==> src/rtl/dm_port_arbiter.sv <==
// Shares the data-memory port between the CPU MEM stage and the debug unit, one access per 4 cycles.
// Optional debug port and starvation counter are enabled by defining DM_ARB_DEBUG_EN.
module dm_port_arbiter #(
   parameter int unsigned ADDR_W   = 32,
   parameter int unsigned DATA_W   = 32,
   parameter int unsigned MAX_WAIT = 4
) (
   input  logic              clk_i,
   input  logic              rst_i,
   input  logic              cpu_req_i,
   input  logic              cpu_we_i,
   input  logic [2:0]        cpu_mode_i,
   input  logic [ADDR_W-1:0] cpu_addr_i,
   input  logic [DATA_W-1:0] cpu_din_i,
   output logic [DATA_W-1:0] cpu_dout_o,
   output logic              cpu_ack_o,
   output logic              cpu_err_o,
   output logic              cpu_stall_o,
   input  logic              dbg_req_i,
   input  logic              dbg_we_i,
   input  logic [ADDR_W-1:0] dbg_addr_i,
   input  logic [DATA_W-1:0] dbg_din_i,
   output logic [DATA_W-1:0] dbg_dout_o,
   output logic              dbg_ack_o,
   output logic              dbg_err_o,
   output logic              mem_we_o,
   output logic [2:0]        mem_mode_o,
   output logic [ADDR_W-1:0] mem_addr_o,
   output logic [DATA_W-1:0] mem_din_o,
   input  logic [DATA_W-1:0] mem_dout_i,
   input  logic              mem_error_i
);

   typedef enum logic [1:0] {StIdle, StIssue, StResp, StDone} state_e;

   state_e              state_q, state_d;
   logic                grant_cpu, grant_dbg;
   logic                capture, ack_set;
   logic                owner_dbg_q;
   logic                we_q;
   logic [2:0]          mode_q;
   logic [ADDR_W-1:0]   addr_q;
   logic [DATA_W-1:0]   din_q;
   logic [DATA_W-1:0]   cpu_dout_q;
   logic                cpu_err_q, cpu_ack_q;

`ifdef DM_ARB_DEBUG_EN
   logic [3:0]          wait_cnt_q, wait_cnt_d;
   logic                starved;
   logic [DATA_W-1:0]   dbg_dout_q;
   logic                dbg_err_q, dbg_ack_q;

   // Debug only wins when the CPU is absent or debug has waited MAX_WAIT CPU grants.
   assign starved   = (wait_cnt_q == 4'(MAX_WAIT));
   assign grant_dbg = dbg_req_i & (~cpu_req_i | starved);
`else
   logic                unused_dbg;

   assign unused_dbg = ^{dbg_req_i, dbg_we_i, dbg_addr_i, dbg_din_i};
   assign grant_dbg  = 1'b0;
`endif

   assign grant_cpu = cpu_req_i & ~grant_dbg;

   always_ff @(posedge clk_i) begin
      if (rst_i) begin
         state_q <= StIdle;
      end else begin
         state_q <= state_d;
      end
   end

   always_comb begin
      state_d = state_q;
      unique case (state_q)
         StIdle:  if (grant_cpu | grant_dbg) state_d = StIssue;
         StIssue: state_d = StResp;
         StResp:  state_d = StDone;
         StDone:  state_d = StIdle;
         default: state_d = StIdle;
      endcase
   end

   always_comb begin
      mem_we_o = 1'b0;
      capture  = 1'b0;
      ack_set  = 1'b0;
      unique case (state_q)
         StIssue: mem_we_o = we_q;
         StResp: begin
            capture = 1'b1;
            ack_set = 1'b1;
         end
         default: ;
      endcase
   end

   // Request latch; these registers also hold the memory address/data between accesses.
   always_ff @(posedge clk_i) begin
      if (rst_i) begin
         owner_dbg_q <= 1'b0;
         we_q        <= 1'b0;
         mode_q      <= 3'b000;
         addr_q      <= '0;
         din_q       <= '0;
      end else if (state_q == StIdle && state_d == StIssue) begin
         owner_dbg_q <= grant_dbg;
         if (grant_dbg) begin
            we_q   <= dbg_we_i;
            mode_q <= 3'b010;
            addr_q <= dbg_addr_i;
            din_q  <= dbg_din_i;
         end else begin
            we_q   <= cpu_we_i;
            mode_q <= cpu_mode_i;
            addr_q <= cpu_addr_i;
            din_q  <= cpu_din_i;
         end
      end
   end

   always_ff @(posedge clk_i) begin
      if (rst_i) begin
         cpu_dout_q <= '0;
         cpu_err_q  <= 1'b0;
         cpu_ack_q  <= 1'b0;
      end else begin
         cpu_ack_q <= ack_set & ~owner_dbg_q;
         if (capture & ~owner_dbg_q) begin
            cpu_dout_q <= mem_dout_i;
            cpu_err_q  <= mem_error_i;
         end
      end
   end

`ifdef DM_ARB_DEBUG_EN
   always_comb begin
      wait_cnt_d = wait_cnt_q;
      if (state_q == StIdle) begin
         if (grant_dbg) begin
            wait_cnt_d = 4'd0;
         end else if (grant_cpu & dbg_req_i & ~starved) begin
            wait_cnt_d = wait_cnt_q + 4'd1;
         end
      end
   end

   always_ff @(posedge clk_i) begin
      if (rst_i) begin
         wait_cnt_q <= 4'd0;
         dbg_dout_q <= '0;
         dbg_err_q  <= 1'b0;
         dbg_ack_q  <= 1'b0;
      end else begin
         wait_cnt_q <= wait_cnt_d;
         dbg_ack_q  <= ack_set & owner_dbg_q;
         if (capture & owner_dbg_q) begin
            dbg_dout_q <= mem_dout_i;
            dbg_err_q  <= mem_error_i;
         end
      end
   end

   assign dbg_dout_o = dbg_dout_q;
   assign dbg_err_o  = dbg_err_q;
   assign dbg_ack_o  = dbg_ack_q;
`else
   assign dbg_dout_o = '0;
   assign dbg_err_o  = 1'b0;
   assign dbg_ack_o  = 1'b0;
`endif

   assign cpu_dout_o  = cpu_dout_q;
   assign cpu_err_o   = cpu_err_q;
   assign cpu_ack_o   = cpu_ack_q;
   assign cpu_stall_o = cpu_req_i & ~cpu_ack_q;
   assign mem_mode_o  = mode_q;
   assign mem_addr_o  = addr_q;
   assign mem_din_o   = din_q;

endmodule

==> config.mk <==
export PLATFORM = sky130hd
export DESIGN_NAME = dm_port_arbiter
export DESIGN_NICKNAME = d
export VERILOG_FILES = /design/src/rtl/dm_port_arbiter.sv
export SDC_FILE = /design/constraint.sdc
export NUM_CORES = 1
export LEC_CHECK = 0
export ABC_CLOCK_PERIOD_IN_PS = 2300
export BUFFER_PORTS_ARGS = -buffer_cell sky130_fd_sc_hd__buf_2
export CORE_ASPECT_RATIO = 0.5
export CORE_MARGIN = 5
export CORE_UTILIZATION = 42
export DETAILED_ROUTE_END_ITERATION = 8
export GPL_TIMING_DRIVEN = 0
export PLACE_DENSITY = 0.8
export SYNTH_ARGS = -nofsm -noshare
export SYNTH_HDL_FRONTEND = slang
export SYNTH_SLANG_ARGS = --single-unit
==> constraint.sdc <==
create_clock -name clk_i -period 2.3 [get_ports clk_i]
set_clock_uncertainty 0.05 [all_clocks]
set_input_delay 0.46 -clock clk_i [delete_from_list [all_inputs] [get_ports clk_i]]
set_output_delay 0.46 -clock clk_i [all_outputs]
set_load 0.1 [all_outputs]
### Word-level counts from Yosys, hierarchy flattened

Index checks and enable logic that the tools add are counted.

| operators by class | value |
|---|---|
| equality and inequality tests | 4 |
| multiplexer cells | 4 |
| bitwise logic cells | 2 |
| reductions and logical operators | 2 |

Operators by type and width:

| operator | number |
|---|---|
| $pmux W2 S4 | 1 |
| $eq A2 B1 Y1 const B | 2 |
| $eq A2 B2 Y1 const B | 2 |
| $logic_not A2 Y1 | 1 |
| $mux W1 | 2 |
| $mux W2 | 1 |
| $and A1 B1 Y1 | 1 |
| $logic_and A1 B1 Y1 | 1 |
| $not A1 Y1 | 1 |

| storage, ports and cells | value |
|---|---|
| flip-flop bits (word level) | 104 |
| input port bits | 170 |
| output and inout port bits | 137 |

### Logic depth before layout (Yosys ltp)

Gate-level depths: netlist of the first run.

| depth | value |
|---|---|
| word-level depth | 4 |
| mapped depth | 9 |
| depth with buffers taken out | 5 |

### Least setup slack after synthesis of the first run

OpenSTA, ideal clock, no wires.

| timing | value |
|---|---|
| path kind | reg2out |
| from | reg cpu_ack_q (netlist: cpu_ack_o) |
| to | out cpu_stall_o |
| arrival time | 2.114 ns |
| required time | 1.790 ns |
| path slack | -0.324 ns |
| stages on the path, launching flop included | 2 |
| cell sequence | dfxtp_1 > nor2b_1 |

| on the way | value |
|---|---|
| cells in the longest elaborated chain, start to end | 2 |

Ends and longest elaborated chain:

| element | line | RTL |
|---|---|---|
| from (decl) | 45 | `logic cpu_err_q, cpu_ack_q;` |
| from (signal assigned) | 128 | `cpu_ack_q <= ack_set & ~owner_dbg_q;` |
| $not A1 Y1 | 176 | `assign cpu_stall_o = cpu_req_i & ~cpu_ack_q;` |
| $and A1 B1 Y1 | 176 |  |
| to (decl) | 18 | `output logic cpu_stall_o,` |

Every way passes these cells.

### Final worst setup path of the first run

| timing | value |
|---|---|
| from | reg state_q[0] |
| to | reg addr_q[16] (netlist: mem_addr_o[16]) |

| on the way | value |
|---|---|
| cells in the longest elaborated chain, start to end | 4 |
| elaborated cells on any way between the ends | 8 |
| classes of those cells | 4 x eq/ne; 2 x mux; 2 x reduce/logical |

Ends and longest elaborated chain:

| element | line | RTL |
|---|---|---|
| from (decl) | 36 | `state_e state_q, state_d;` |
| from (signal assigned) | 67 | `state_q <= StIdle;` |
| from (signal assigned) | 69 | `state_q <= state_d;` |
| $eq A2 B2 Y1 (tied with other cells) | 75 | `unique case (state_q)` |
| $pmux W2 S4 | 75 |  |
| $eq A2 B1 Y1 | 106 | `end else if (state_q == StIdle && state_d == StIssue) begin` |
| $logic_and A1 B1 Y1 * | 106 |  |
| to (signal assigned) | 111 | `addr_q <= dbg_addr_i;` |
| to (signal assigned) | 116 | `addr_q <= cpu_addr_i;` |
| to (decl) | 42 | `logic [ADDR_W-1:0] addr_q;` |

Mark *: on every way between the ends. The rest lies on a longest branch, timed or not.
A chain may end at the register's enable or synchronous reset.

==> results of run 1 <==
==> sequential cells by signal, summed over array words and instances (netlist names) <==
name,flops
mem_mode_o,3
cpu_err_o,1
state_q,2
we_q,1
mem_addr_o,32
cpu_ack_o,1
cpu_dout_o,32
mem_din_o,32
==> cell usage in the layout, fill, tap and decap left out, types with 4 or more instances in the layout <==
| cell type | n |
|---|---|
| buf_2 | 214 |
| buf_4 | 39 |
| clkbuf_1 | 16 |
| clkbuf_16 | 9 |
| conb_1 | 34 |
| dfxtp_1 | 104 |
| ha_1 | 4 |
| mux2i_1 | 101 |
| nand2b_1 | 136 |
| nor2_1 | 34 |
==> final timing paths <==
path	endpoint	slack, ps	depth (start not counted)	from
setup / recovery	mem_addr_o[16]	220	8	state_q[0]
hold reg to reg	mem_din_o[21]	420	2	mem_din_o[21]
hold / removal	cpu_dout_o[29]	310	3	mem_dout_i[29]
setup reg to reg	mem_addr_o[16]	220	8	state_q[0]
==> layout make-up <==
class | count | area, µm²
inverter | 2 | 7.51
clock inverter | 3 | 40.0
multi-input combinational | 316 | 2230
fill | 970 | 4610
clock buffer | 13 | 260
buffer | 65 | 442
timing repair buffer | 205 | 1030
tap | 145 | 181
sequential | 104 | 2080
==> routing by layer <==
layer,track usage,part of all wire
met1,0.187,0.40
met2,0.299,0.51
met3,0.0407,0.065
met4,0.0658,0.030
met5,0,0
==> cell families after synthesis <==
| kind of cell | Yosys count | share of synthesized area |
|---|---|---|
| multiplexers | 101 | 0.218 |
| AND/OR/NAND/NOR | 177 | 0.224 |
| other | 1 | 0.000810 |
| flip-flops | 104 | 0.449 |
| adder cells (fa/ha/maj) | 4 | 0.0108 |
| buffers and inverters | 67 | 0.0970 |
==> through the flow <==
stage / worst slack (ps) / instance area (µm²) / hold WS, ps / utilization / cells
finish: 216 / 6270 / 307 / 0.576 / 853
global route: 102 / 6270 / 304 / 0.576 / 853
CTS: 198 / 6270 / 296 / 0.576 / 853
detailed placement: 208 / 5970 / 408 / 0.548 / 837
global placement: 367 / 5970 / 406 / 0.548 / 837
floorplan: 198 / 4760 / 394 / - / 487
==> worst reg2reg max path, delay by kind of cell (launching register included) <==
family	cells	cell delay, ps
adder cells (fa/ha/maj)	1	220
buffers and inverters	4	700
flip-flops	1	380
multiplexers	1	200
AND/OR/NAND/NOR	2	450
==> impl_metrics.yaml, run 1 <==
die:
  start_util: 0.426
  row_count: 27
  die_x_um: 159
  boundaryPins: 307
  die-area_um2: 13400
  core_um2: 10900
  dieHeight_um: 84.3
final_layout:
  diodes: 0
  drive_gt1_frac: 0.386
  num-nets-final: 877
  area.growth.synth_to_final_pct: 35.3
drt:
  wl_um: 11500
  antenna_left: 0
  vias: 3721
  wl_per_cell_um: 13.5
  first_pass_iters: 4
  viasPerCell: 4.36
  drt_iter0_drc: 109
  drc: 0
logic_synthesis:
  yosysUniqueCellTypes: 17
  yosysTopAreaCell: "dfxtp_1"
  avgSynthCellArea_um2: 10.2
  synthTopCellsByArea: "dfxtp_1 (45%), mux2i_1 (22%), nand2b_1 (18%)"
  async_reset_ff_frac: 0
  synth_seq_cells: 104
  yosys_warnings: 0
  synth_edf_count: 0
  synth_ff_type: "dfxtp_1"
  synth.most_common_cell: "nand2b_1"
  yosys-top-cells-count: "nand2b_1 (136), dfxtp_1 (104), mux2i_1 (101), buf_4 (39), nor2_1 (34)"
  syn_area_um2: 4630
  yosys.area.top_type_share: 0.449
  synth_cells: 454
  seq_area_frac_synth: 0.449
placement:
  dpl.hpwl_um: 9020
  place_congestion: 0.757
  port_buffers: 205
critical_path:
  critPathArrivalTime_ps: 2300
  cp_max_fo: 10
  cp_cell_sequence: "inv_1 -> ha_1 -> nor3b_2 -> nor4b_2 -> buf_2 -> buf_6 -> buf_12 -> mux2i_1"
  endpoint_kind: "register"
  startpoint_type: "register"
  worst-path-buf-inv: 4
  max_stage_delay_ps: 380
  worstPathRequired_ps: 2510
  crit_slowest_cell: "dfxtp_1"
  cpLargestDelayFamily: "buffers and inverters"
  path_class: "reg2reg"
clock_tree:
  clock-sinks: 104
  numCtsBuffers: 9
  post_cts_resize_count: 0
  clk_pin_slew_ps: 60
  cts.root.buffer_cell: "clkbuf_16"
  clk_latency_ps: 340
  ctsHtreeMaxLevel: 3
  clock_path_buffers: 2
  cts_tree: "yes"
  post_cts_buffers: 0
  ctsHoldBuffers: 0
timing:
  fin_setup_tns_ps: 0
  setup_viol: 0
  maxSlewHeadroom: 0.661
  fmax_ghz: 0.480
  final.min_clock_period_ps: 2080
  rsz0062_at_grt: "false"
  maxSlewViolCount: 0
  hold_viol: 0
  fin_crit_sh: 0.906
  worst_pin_slew_ps: 512
global_routing:
  antenna_found_initial: 0
  grt_max_degree: 16
  gr-usage-all-layers: 0.166
  gr-total-overflow: 0
  grt_pass1_vias: 3659
  grt_pass1_wl_um: 17800
worst_hold_path:
  min_path_type: "in2reg"
job:
  drv_cap: 0
outcome:
  status: "complete, no violations"
Power of run 1 is left out: the tool's default activity adds up to more than one toggle a clock period on the data nets, which glitch-free logic cannot reach.
==> run 2, diff against run 1 <==
PLACE_DENSITY = 0.79   (was 0.8)
==> impl_metrics.yaml, run 2 (same netlist as run 1, synthesis figures left out) <==
outcome:
  status: "complete, no violations"
timing:
  setup_ws_ps: 289
  hold_ws_ps: 308
  worst_pin_slew_ps: 519
  final.min_clock_period_ps: 2010
  hold_viol: 0
  rsz0062_at_grt: "false"
  setup_viol: 0
  fin_crit_sh: 0.875
  maxSlewHeadroom: 0.656
  maxSlewViolCount: 0
  fmax_ghz: 0.497
  fin_setup_tns_ps: 0
placement:
  dp_cells: 837
  place_congestion: 0.745
  port_buffers: 205
  dpl.hpwl_um: 9060
  pre_cts_slack_ps: 325
critical_path:
  cp_cell_sequence: "inv_1 -> ha_1 -> nor3b_2 -> nor4b_2 -> buf_2 -> buf_6 -> buf_12 -> mux2i_1"
  crit_slowest_cell: "dfxtp_1"
  startpoint_type: "register"
  path_class: "reg2reg"
  cp_max_fo: 10
  worstPathRequired_ps: 2500
  endpoint_kind: "register"
  max_stage_delay_ps: 360
  critPathArrivalTime_ps: 2210
global_routing:
  gr-usage-all-layers: 0.165
  grt_pass1_wl_um: 17800
  grt_max_degree: 16
  gr-total-overflow: 0
  grt_pass1_vias: 3704
  antenna_found_initial: 0
clock_tree:
  clock-sinks: 104
  cts.root.buffer_cell: "clkbuf_16"
  numCtsBuffers: 9
  cts_tree: "yes"
  post_cts_buffers: 0
  post_cts_resize_count: 0
  ctsHtreeMaxLevel: 3
  clock_path_buffers: 2
  clk_latency_ps: 330
  ctsHoldBuffers: 0
  clk_pin_slew_ps: 70
drt:
  drt_iter0_drc: 151
  first_pass_iters: 4
  viasPerCell: 4.32
  wl_um: 11400
  wl_per_cell_um: 13.4
  vias: 3687
  antenna_left: 0
  drc: 0
final_layout:
  num-nets-final: 877
  nFillCells: 980
  multi_input_area_um2: 2230
  drive_gt1_frac: 0.386
  final_common_cell: "buf_2"
  stdcell_count: 853
  mostFrequentLayoutCells: "buf_2 (214), nand2b_1 (136), dfxtp_1 (104)"
  diodes: 0
  seqCellArea_um2: 2080
  area.growth.synth_to_final_pct: 36.0
die:
  start_util: 0.426
  boundaryPins: 307
  die-area_um2: 13400
  core_um2: 10900
  dieHeight_um: 84.3
  die_x_um: 159
  row_count: 27
job:
  drv_cap: 0
worst_hold_path:
  min_path_type: "in2reg"
run 2: worst paths after layout:
| kind | start | end | slack, ps | cells past startpoint |
|---|---|---|---|---|
| worst max-delay path | state_q[0] | mem_addr_o[21] | 290 | 8 |
| worst min-delay path | mem_error_i | cpu_err_o | 310 | 3 |
| worst min register to register | mem_addr_o[1] | mem_addr_o[1] | 420 | 2 |
| worst max register to register | state_q[0] | mem_addr_o[21] | 290 | 8 |
run 2: final cells by class:
class                      instances  area share
multi-input combinational        316       0.354
clock inverter                     2     0.00953
tap                              145      0.0288
buffer                            65      0.0701
inverter                           2     0.00119
timing repair buffer             205       0.163
clock buffer                      14      0.0435
sequential                       104       0.330
run 2: per-stage QoR:
stage | area, µm² | util
after floorplan | 4760 | -
after global placement | 5970 | 0.548
after detailed placement | 5970 | 0.548
after CTS | 6300 | 0.579
after global routing | 6300 | 0.579
final | 6300 | 0.579
run 2: per-layer routing:
metal | track usage | vias to the layer above | wire length [µm]
li1 | - | 1880 | -
met1 | 0.178 | 1647 | 4400
met2 | 0.302 | 125 | 5740
met3 | 0.0417 | 35 | 822
met4 | 0.0751 | 0 | 457
met5 | 0 | - | 0
run 2: critical path: cells and delay by family (launching register included):
family	cells	cell delay [ps]
muxes	1	230
and+or+nand+nor	2	400
DFF	1	360
adders and majority gates	1	210
buffers and inverters	4	670
Power of run 2 is left out for the same reason.
==> run 3, diff against run 2 <==
ABC_AREA = 1   (was not set)
CORE_UTILIZATION = 44   (was 42)
MAX_ROUTING_LAYER = met4   (was not set)
PLACE_DENSITY = 0.8   (was 0.79)
==> impl_metrics.yaml, run 3 <==
critical_path:
  endpoint_kind: "register"
  cp_max_fo: 10
  max_stage_delay_ps: 390
  r2r_setup_slack_ps: 230
  crit_path_frequent_cell: "buf_2"
  reg2regPathDepth: 8
  critPathArrivalTime_ps: 2260
  cp_cell_sequence: "inv_1 -> ha_1 -> nor2_2 -> buf_2 -> buf_2 -> nand4_1 -> nand2_1 -> nor2_1"
  worstReg2RegEnd: "mem_addr_o[12]"
  r2r_start: "state_q[0]"
  crit_slowest_cell: "dfxtp_1"
  worstPathRequired_ps: 2490
  path_class: "reg2reg"
  startpoint_type: "register"
final_layout:
  diodes: 0
  nFillCells: 1068
  area.growth.synth_to_final_pct: 32.3
  mostFrequentLayoutCells: "buf_2 (214), inv_1 (212), nand2_1 (139)"
  drive_gt1_frac: 0.261
  num-nets-final: 1207
  final_common_cell: "buf_2"
placement:
  port_buffers: 206
  dpl.hpwl_um: 10600
  place_congestion: 0.825
clock_tree:
  clk_pin_slew_ps: 80
  ctsHtreeMaxLevel: 3
  ctsHoldBuffers: 0
  cts_tree: "yes"
  cts.root.buffer_cell: "clkbuf_16"
  clk_latency_ps: 340
  post_cts_buffers: 0
  post_cts_resize_count: 0
  clock_path_buffers: 2
  clock-sinks: 104
  numCtsBuffers: 9
die:
  boundaryPins: 307
  dieHeight_um: 85.7
  die_x_um: 161
  start_util: 0.454
  row_count: 27
  core_um2: 11100
  die-area_um2: 13800
worst_hold_path:
  hold_end: "cpu_dout_o[7]"
  min_path_type: "in2reg"
  worstHoldStart: "mem_dout_i[7]"
  hold_depth: 3
global_routing:
  gr-total-overflow: 0
  gr-usage-all-layers: 0.200
  grt_pass1_wl_um: 22300
  antenna_found_initial: 0
  grt_max_degree: 20
  grt_pass1_vias: 4866
logic_synthesis:
  synthTopCellsByArea: "dfxtp_1 (41%), inv_1 (16%), nand2_1 (10%)"
  yosys_warnings: 0
  yosys-top-cells-count: "inv_1 (212), nand2_1 (139), nor2_1 (139), dfxtp_1 (104), nand4_1 (68)"
  synth_ff_type: "dfxtp_1"
  synth_seq_cells: 104
  yosys.area.top_type_share: 0.413
  yosysUniqueCellTypes: 17
  synth.most_common_cell: "inv_1"
  avgSynthCellArea_um2: 6.44
  yosysTopAreaCell: "dfxtp_1"
  seq_area_frac_synth: 0.413
  syn_area_um2: 5050
  synth_edf_count: 0
  async_reset_ff_frac: 0
  synth_cells: 783
drt:
  drt_iter0_drc: 298
  first_pass_iters: 5
  drc: 0
  vias: 5178
  viasPerCell: 4.38
  wl_per_cell_um: 11.7
  wl_um: 13800
  antenna_left: 0
timing:
  fin_setup_tns_ps: 0
  worst_pin_slew_ps: 514
  rsz0062_at_grt: "false"
  maxSlewHeadroom: 0.659
  fmax_ghz: 0.484
  hold_viol: 0
  final.min_clock_period_ps: 2070
  setup_viol: 0
  fin_crit_sh: 0.898
  maxSlewViolCount: 0
job:
  drv_cap: 0
outcome:
  status: "complete, no violations"
run 3: cell count changes in the layout (fill, tap and decap cells not counted), moves of 7 or more:
cell and change:
nand2_1 +139, o21ai_0 +33, mux2i_1 -101, nand4_1 +68
nand2b_1 -136, clkbuf_1 +12, inv_1 +210, buf_1 +7
nor2_1 +104
run 3: critical path, delay by kind of cell, from the launching register on:
family	cells	cell delay, ps
adder cells (fa/ha/maj)	1	340
buffers and inverters	3	650
flip-flops	1	390
AND/OR/NAND/NOR	4	540
run 3: kinds of logic after synthesis:
kind of cell    Yosys count  share of synthesized area
compound gates           33                     0.0327
other cells               1                   0.000743
buf+inv                 292                      0.247
fa+ha+maj                 4                    0.00992
flops                   104                      0.413
simple gates            349                      0.297
run 3: layer usage:
| metal | share of wire | vias to the layer above | wire (µm) | GRT usage |
|---|---|---|---|---|
| met3 | 0.044 | 40 | 613 | 0.0355 |
| met2 | 0.49 | 150 | 6820 | 0.339 |
| li1 | - | 2713 | - | - |
| met4 | 0.036 | 0 | 493 | 0.0906 |
| met5 | 0 | - | 0 | - |
| met1 | 0.42 | 2275 | 5860 | 0.235 |
run 3: worst max path at each step:
stage          startpoint        endpoint  slack [ps]  cells past startpoint
2_1_floorplan   cpu_ack_o     cpu_stall_o         200                      1
3_3_place_gp   state_q[0]   mem_addr_o[3]         340                      8
3_5_place_dp   state_q[0]  mem_addr_o[12]         300                      8
4_1_cts        state_q[0]  mem_addr_o[12]         250                      8
5_1_grt        state_q[0]  mem_addr_o[18]          70                      8
6_report       state_q[0]  mem_addr_o[12]         230                      8
run 3: layout make-up:
cell class	instances	area, µm²	area share
multi-input cells	420	1840	0.276
clock inverters	7	63.8	0.00956
plain buffers	79	449	0.0673
clock buffers	9	225	0.0337
repair buffers	206	1030	0.154
inverters	213	800	0.120
flip-flops and latches	104	2080	0.312
well taps	145	181	0.0272
run 3: stage by stage:
stage	area, µm²	cells	utilization	hold slack, ps	setup WS (ps)
after floorplan	5170	816	-	436	196
after CTS	6670	1183	0.600	275	249
after detailed placement	6380	1167	0.574	432	302
final	6670	1183	0.600	280	234
after global placement	6380	1167	0.574	423	342
after global routing	6670	1183	0.600	280	67.4
Power of run 3 is left out for the same reason.
